**src/rtl/t_using_jk_counter.sv**
```systemverilog
// Modulo-MOD loadable up/down counter whose state bits are JK flip-flops
// wired as T cells (J = K = T), with terminal-count, wrap and load-error flags.
module t_using_jk_counter #(
  parameter int WIDTH = 4,
  parameter int MOD   = 10
) (
  input  logic             clk,
  input  logic             rst,
  input  logic             en,
  input  logic             up,
  input  logic             load,
  input  logic [WIDTH-1:0] din,
  output logic [WIDTH-1:0] Q,
  output logic [WIDTH-1:0] Qb,
  output logic             tc,
  output logic             wrap,
  output logic             load_err
);

  localparam logic [WIDTH-1:0] LAST  = WIDTH'(MOD - 1);
  localparam logic [WIDTH-1:0] ONE   = WIDTH'(1);
  localparam logic [WIDTH:0]   MOD_X = (WIDTH+1)'(MOD);

  logic [WIDTH-1:0] q_p1;
  logic [WIDTH-1:0] next_p0;
  logic [WIDTH-1:0] t_p0;
  logic [WIDTH-1:0] j_p0;
  logic [WIDTH-1:0] k_p0;
  logic             wrap_p0;
  logic             err_p0;
  logic             wrap_p1;
  logic             err_p1;

  function automatic logic jk_cell(input logic q, input logic j, input logic k);
    case ({j, k})
      2'b00:   return q;
      2'b01:   return 1'b0;
      2'b10:   return 1'b1;
      default: return ~q;
    endcase
  endfunction

  // Stage p0: choose the next count, then derive per-bit toggle requests
  always_comb begin
    next_p0 = q_p1;
    wrap_p0 = 1'b0;
    err_p0  = 1'b0;
    if (load) begin
      if ({1'b0, din} < MOD_X) begin
        next_p0 = din;
      end else begin
        next_p0 = LAST;
        err_p0  = 1'b1;
      end
    end else if (en) begin
      if (up) begin
        // >= also steers a forced out-of-range state back to zero
        if (q_p1 >= LAST) begin
          next_p0 = '0;
          wrap_p0 = 1'b1;
        end else begin
          next_p0 = q_p1 + ONE;
        end
      end else begin
        if (q_p1 == '0) begin
          next_p0 = LAST;
          wrap_p0 = 1'b1;
        end else begin
          next_p0 = q_p1 - ONE;
        end
      end
    end
  end

  assign t_p0 = q_p1 ^ next_p0;
  assign j_p0 = t_p0;
  assign k_p0 = t_p0;

  // Stage p1: JK cells hold the count; flags register alongside
  always_ff @(posedge clk or negedge rst) begin
    if (!rst) begin
      q_p1    <= '0;
      wrap_p1 <= 1'b0;
      err_p1  <= 1'b0;
    end else begin
      for (int i = 0; i < WIDTH; i++) begin
        q_p1[i] <= jk_cell(q_p1[i], j_p0[i], k_p0[i]);
      end
      wrap_p1 <= wrap_p0;
      err_p1  <= err_p0;
    end
  end

  assign Q        = q_p1;
  assign Qb       = ~q_p1;
  assign wrap     = wrap_p1;
  assign load_err = err_p1;
  assign tc       = en & ~load & ((up & (q_p1 == LAST)) | (~up & (q_p1 == '0)));

endmodule
```
**config.mk**
```make
export PLATFORM = sky130hd
export DESIGN_NAME = t_using_jk_counter
export DESIGN_NICKNAME = d
export VERILOG_FILES = /design/src/rtl/t_using_jk_counter.sv
export SDC_FILE = /design/constraint.sdc
export NUM_CORES = 1
export LEC_CHECK = 0
export BUFFER_PORTS_ARGS = -buffer_cell sky130_fd_sc_hd__buf_2
export CAP_MARGIN = 5
export CORE_AREA = 2 2 39 41
export DETAILED_ROUTE_END_ITERATION = 16
export DIE_AREA = 0 0 41 43
export GPL_TIMING_DRIVEN = 0
export SLEW_MARGIN = 20
export SYNTH_ARGS = -nofsm -noshare
export SYNTH_HDL_FRONTEND = slang
export SYNTH_SLANG_ARGS = --single-unit
```
**constraint.sdc**
```tcl
create_clock -name clk -period 5.4 [get_ports clk]
set_input_delay 1.62 -clock clk [delete_from_list [all_inputs] [get_ports clk]]
set_output_delay 1.62 -clock clk [all_outputs]
set_load 0.02 [all_outputs]
```
[Word level (Yosys, flattened, before mapping)]
Index checks and enable logic that the tools add are counted.
Storage, ports and cells
  flip-flop bits (word level): 6
  bits of input ports: 9
  output and inout bits: 11
  logic and storage cells: 54
Operators by class
  $add $sub $neg: 2
  order comparisons: 2
  eq/ne operators: 9
  multiplexer cells: 17
  bitwise gates (word level): 13
  reductions and logical operators: 5
Operators by type and width (number)
  2-to-1 mux 4 bit: 6
  case mux 1 bit (3 select lines): 4
  equality test 2 x 1 -> 1 bit (second input constant): 4
  equality test 2 bit (second input constant): 4
  logical NOT 2 bit: 4
  2-to-1 mux 1 bit: 7
  inverter 1 bit: 6
  adder 4 x 1 -> 4 bit (second input constant): 1
  bitwise AND 1 bit: 4
  equality test 4 bit (second input constant): 1
  >= comparator 4 bit (second input constant): 1
  logical NOT 4 bit: 1
  less-than comparator 4 bit (second input constant): 1
  inverter 4 bit: 1
  subtractor 4 x 1 -> 4 bit (second input constant): 1
  XOR 4 bit: 1
  bitwise OR 1 bit: 1

[Depth between registers and ports, before layout]
  depth in word-level cells: 8
  depth in mapped cells: 6
  depth with buffers taken out: 6

[Least setup slack after synthesis]
Ideal clock, no wire load.
  path kind: input to output
  from: input port up
  to: output port tc
  data arrival time: 2464 ps
  data required time: 3780 ps
  slack: 1316 ps
  stages on the path: 3
  path buffers: 1
  cell sequence: clkbuf_1 > a31oi_1 > nor3_1
Between the ends
  longest elaborated chain between the ends: 4
  elaborated cells between the ends (all ways): 5
  classes of those cells: bitwise (5)
Ends and longest elaborated chain
  start, declared: RTL line 10  | input logic up,
  inverter 1 bit: RTL line 98  | assign tc = en & ~load & ((up & (q_p1 == LAST)) | (~up & (q_p1 == '0)));
  bitwise AND 1 bit: RTL line 98
  bitwise OR 1 bit (*): RTL line 98
  bitwise AND 1 bit (*): RTL line 98
  end, declared: RTL line 15  | output logic tc,
Mark *: on every way between the ends. The rest lies on a longest branch, timed or not.

[Final worst setup path]
Ends and elaborated chain as after synthesis.

==> impl_metrics.sql <==
INSERT INTO impl_metrics (metric_group, metric, value, unit) VALUES
('logic_synthesis', 'synth-seq-area-share', '30.85', '%'),
('clock_network', 'cts-root-buf', 'sky130_fd_sc_hd__clkbuf_4', ''),
('sta', 'finalSetupTns', '0', 'ns'),
('logic_synthesis', 'yosys_warnings', '0', ''),
('placement', 'place_hpwl', '855.7', 'um'),
('sta', 'finalHoldWorstSlack', '0.7035', 'ns'),
('logic_synthesis', 'synth-adder-area-share', '10.28', '%'),
('sta', 'timing.final.crit_period', '4.022', 'ns'),
('logic_synthesis', 'synth_top_family_by_area', 'compound AO/OA/AOI/OAI gates', ''),
('floorplanning', 'design.die.area', '1763', 'sq um'),
('clock_network', 'cts-hold-fix-buffers', '0', ''),
('sta', 'slew_headroom', '63.56', '%'),
('placement', 'dp_cells', '93', ''),
('logic_synthesis', 'syn-mean-instance-area', '8.249', 'sq um'),
('worst_setup_path', 'worstSetupStartpointType', 'input pin', ''),
('worst_setup_path', 'r2r-end', 'Q[0]', ''),
('sta', 'fmax', '0.2486', 'GHz'),
('placement', 'place.gp.congestion', '0.7874', ''),
('pwr', 'cellPowerDensity', '250.6', 'nW/um^2'),
('pwr', 'vdd_drop_max', '0.00006457', 'V'),
('cells_and_area', 'highest_count_cells_in_the_layout_ignoring_fill_and_taps', 'sky130_fd_sc_hd__buf_2, sky130_fd_sc_hd__inv_1, sky130_fd_sc_hd__dfrtp_1, sky130_fd_sc_hd__o21ai_0, sky130_fd_sc_hd__nor2_1', ''),
('logic_synthesis', 'synth.net_count', '72', ''),
('clock_network', 'cts_tree', 'built', ''),
('logic_synthesis', 'simple_gate_share_of_the_synthesized_area', '22.62', '%'),
('logic_synthesis', 'synth_compound_area_share', '27.76', '%'),
('pwr', 'leakagePower', '0.3041', 'nW'),
('floorplanning', 'rows', '14', ''),
('worst_setup_path', 'r2r-start', 'Q[0]', ''),
('clock_network', 'clock_insertion_delay_worst_skew', '0.24', 'ns'),
('floorplanning', 'floorplan.die.height', '43', 'um'),
('worst_setup_path', 'sort_of_element_at_the_end_of_the_critical_path', 'output pin', ''),
('sta', 'timing.final.max_slew_violations', '0', ''),
('global_route', 'grt.total_usage', '14.50', '%'),
('route', 'drt_drc_violations_left', '0', ''),
('route', 'post_drt_via_cell_ratio', '5.260', ''),
('placement', 'buffer_ports.inserted', '18', ''),
('sta', 'setup_repair_after_global_routing_missed_its_margin', 'false', ''),
('sta', 'period_share', '74.49', '%'),
('worst_hold_path', 'number_of_cells_traversed_by_the_worst_hold_path', '2', ''),
('logic_synthesis', 'synthXorXnorAreaFrac', '0', '%'),
('route', 'vias', '505', ''),
('worst_setup_path', 'rr_worst_depth', '6', ''),
('pwr', 'report.power.total', '0.1552', 'mW'),
('clock_network', 'cts.htree.levels', '1', ''),
('route', 'ant_nets', '0', ''),
('clock_network', 'cts.path.max_buffers', '2', ''),
('cells_and_area', 'synthToLayoutAreaGrowth', '27.25', '%'),
('logic_synthesis', 'netlist-cell-type-count', '24', ''),
('clock_network', 'postCtsSetupRepairBufs', '0', ''),
('logic_synthesis', 'post_synth_inst_count', '59', ''),
('global_route', 'grt_pass1_vias', '455', ''),
('worst_hold_path', 'startpoint_of_the_tightest_hold_check_path', 'Q[1]', ''),
('worst_setup_path', 'worstPathMaxFanout', '10', ''),
('worst_hold_path', 'hold_path.class', 'reg -> reg', ''),
('sta', 'worstMarginPinSlew', '0.5381', 'ns'),
('global_route', 'grt.overflow.total', '0', ''),
('floorplanning', 'num_io_pins', '20', ''),
('worst_setup_path', 'setup.worst_path.class', 'in -> out', ''),
('sta', 'final_hold_viol_count', '0', ''),
('clock_network', 'cts.reportedPaths.clkPinSlew', '0.04', 'ns'),
('route', 'met2_wirelength', '572', 'um'),
('cells_and_area', 'post_layout_nonfiller_instances', '96', ''),
('logic_synthesis', 'synthMuxAreaShare', '0', '%'),
('run_status', 'run_status', 'finished, final reports clean', ''),
('worst_setup_path', 'worst-r2r-setup-slack', '3.55', 'ns'),
('route', 'detailedRoute.firstPassIterationCount', '4', ''),
('floorplanning', 'core_area', '1384', 'sq um'),
('clock_network', 'cts_num_sinks', '6', ''),
('logic_synthesis', 'number_of_enable_type_register_cells_in_the_synthesized_netlist', '0', ''),
('worst_setup_path', 'timing.critical_path.required', '3.78', 'ns'),
('clock_network', 'cts_buffers', '3', '');
[worst max path at each step]
| stage | startpoint | to | cells after the start |
|---|---|---|---|
| after CTS | up | tc | 4 |
| after floorplan | up | tc | 3 |
| after global routing | up | tc | 4 |
| after detailed placement | up | tc | 4 |
| final | up | tc | 4 |
| after global placement | up | tc | 4 |
[area by class of cell]
cell class                 instances  area, sq um  area share [%]
timing repair buffer              18        90.09           14.55
buffer                             2        15.01           2.424
inverter                           7        26.28           4.242
clock buffer                       3        22.52           3.636
tap                               16        20.02           3.232
multi-input combinational         44        295.3           47.68
sequential                         6        150.1           24.24
[state kept, by name (all words and copies together) (netlist names)]
register and flops:
Q 4, load_err 1, wrap 1
[layer usage]
| metal | vias to the layer above | track usage, % |
|---|---|---|
| li1 | 259 | - |
| met1 | 235 | 18.51 |
| met2 | 11 | 22.50 |
| met3 | 0 | 1.571 |
| met4 | 0 | 8.000 |
| met5 | - | 0 |
[kinds of logic (layout without fill, tap and decap cells)]
family          after synthesis  count (layout)
flops                         6               6
fa+ha+maj                     4               4
compound gates               20              20
simple gates                 20              20
buf+inv                       9              30
[through the flow]
| stage | util [%] | worst slack (ns) |
|---|---|---|
| finish | 44.76 | 1.378 |
| global route | 44.76 | 1.272 |
| CTS | 44.76 | 1.358 |
| detailed placement | 43.13 | 1.364 |
| global placement | 43.13 | 1.390 |
| floorplan | - | 1.316 |
[critical path, stage by stage]
cell,delay [ns]
sky130_fd_sc_hd__clkbuf_1,0.27
sky130_fd_sc_hd__a31oi_1,0.15
sky130_fd_sc_hd__nor3_1,0.17
sky130_fd_sc_hd__buf_2,0.19
[power by group]
| part | switching [mW] | internal (mW) |
|---|---|---|
| sequential | 0.00754 | 0.0494 |
| clock | 0.0138 | 0.0250 |
| combinational | 0.0357 | 0.0238 |
| total | 0.0570 | 0.0982 |
[Yosys cell counts, types with 2 or more instances]
| master | count | area [sq um] |
|---|---|---|
| sky130_fd_sc_hd__inv_1 | 7 | 26.28 |
| sky130_fd_sc_hd__dfrtp_1 | 6 | 150.1 |
| sky130_fd_sc_hd__nor2_1 | 6 | 22.52 |
| sky130_fd_sc_hd__o21ai_0 | 6 | 30.03 |
| sky130_fd_sc_hd__ha_1 | 4 | 50.05 |
| sky130_fd_sc_hd__a21oi_1 | 3 | 15.01 |
| sky130_fd_sc_hd__a31oi_1 | 3 | 18.77 |
| sky130_fd_sc_hd__nand2_1 | 3 | 11.26 |
| sky130_fd_sc_hd__nand2b_1 | 3 | 18.77 |
| sky130_fd_sc_hd__a22oi_1 | 2 | 15.01 |
| sky130_fd_sc_hd__nor2b_1 | 2 | 12.51 |
| sky130_fd_sc_hd__or4b_1 | 2 | 20.02 |
Power figures use the tool's default switching activity.
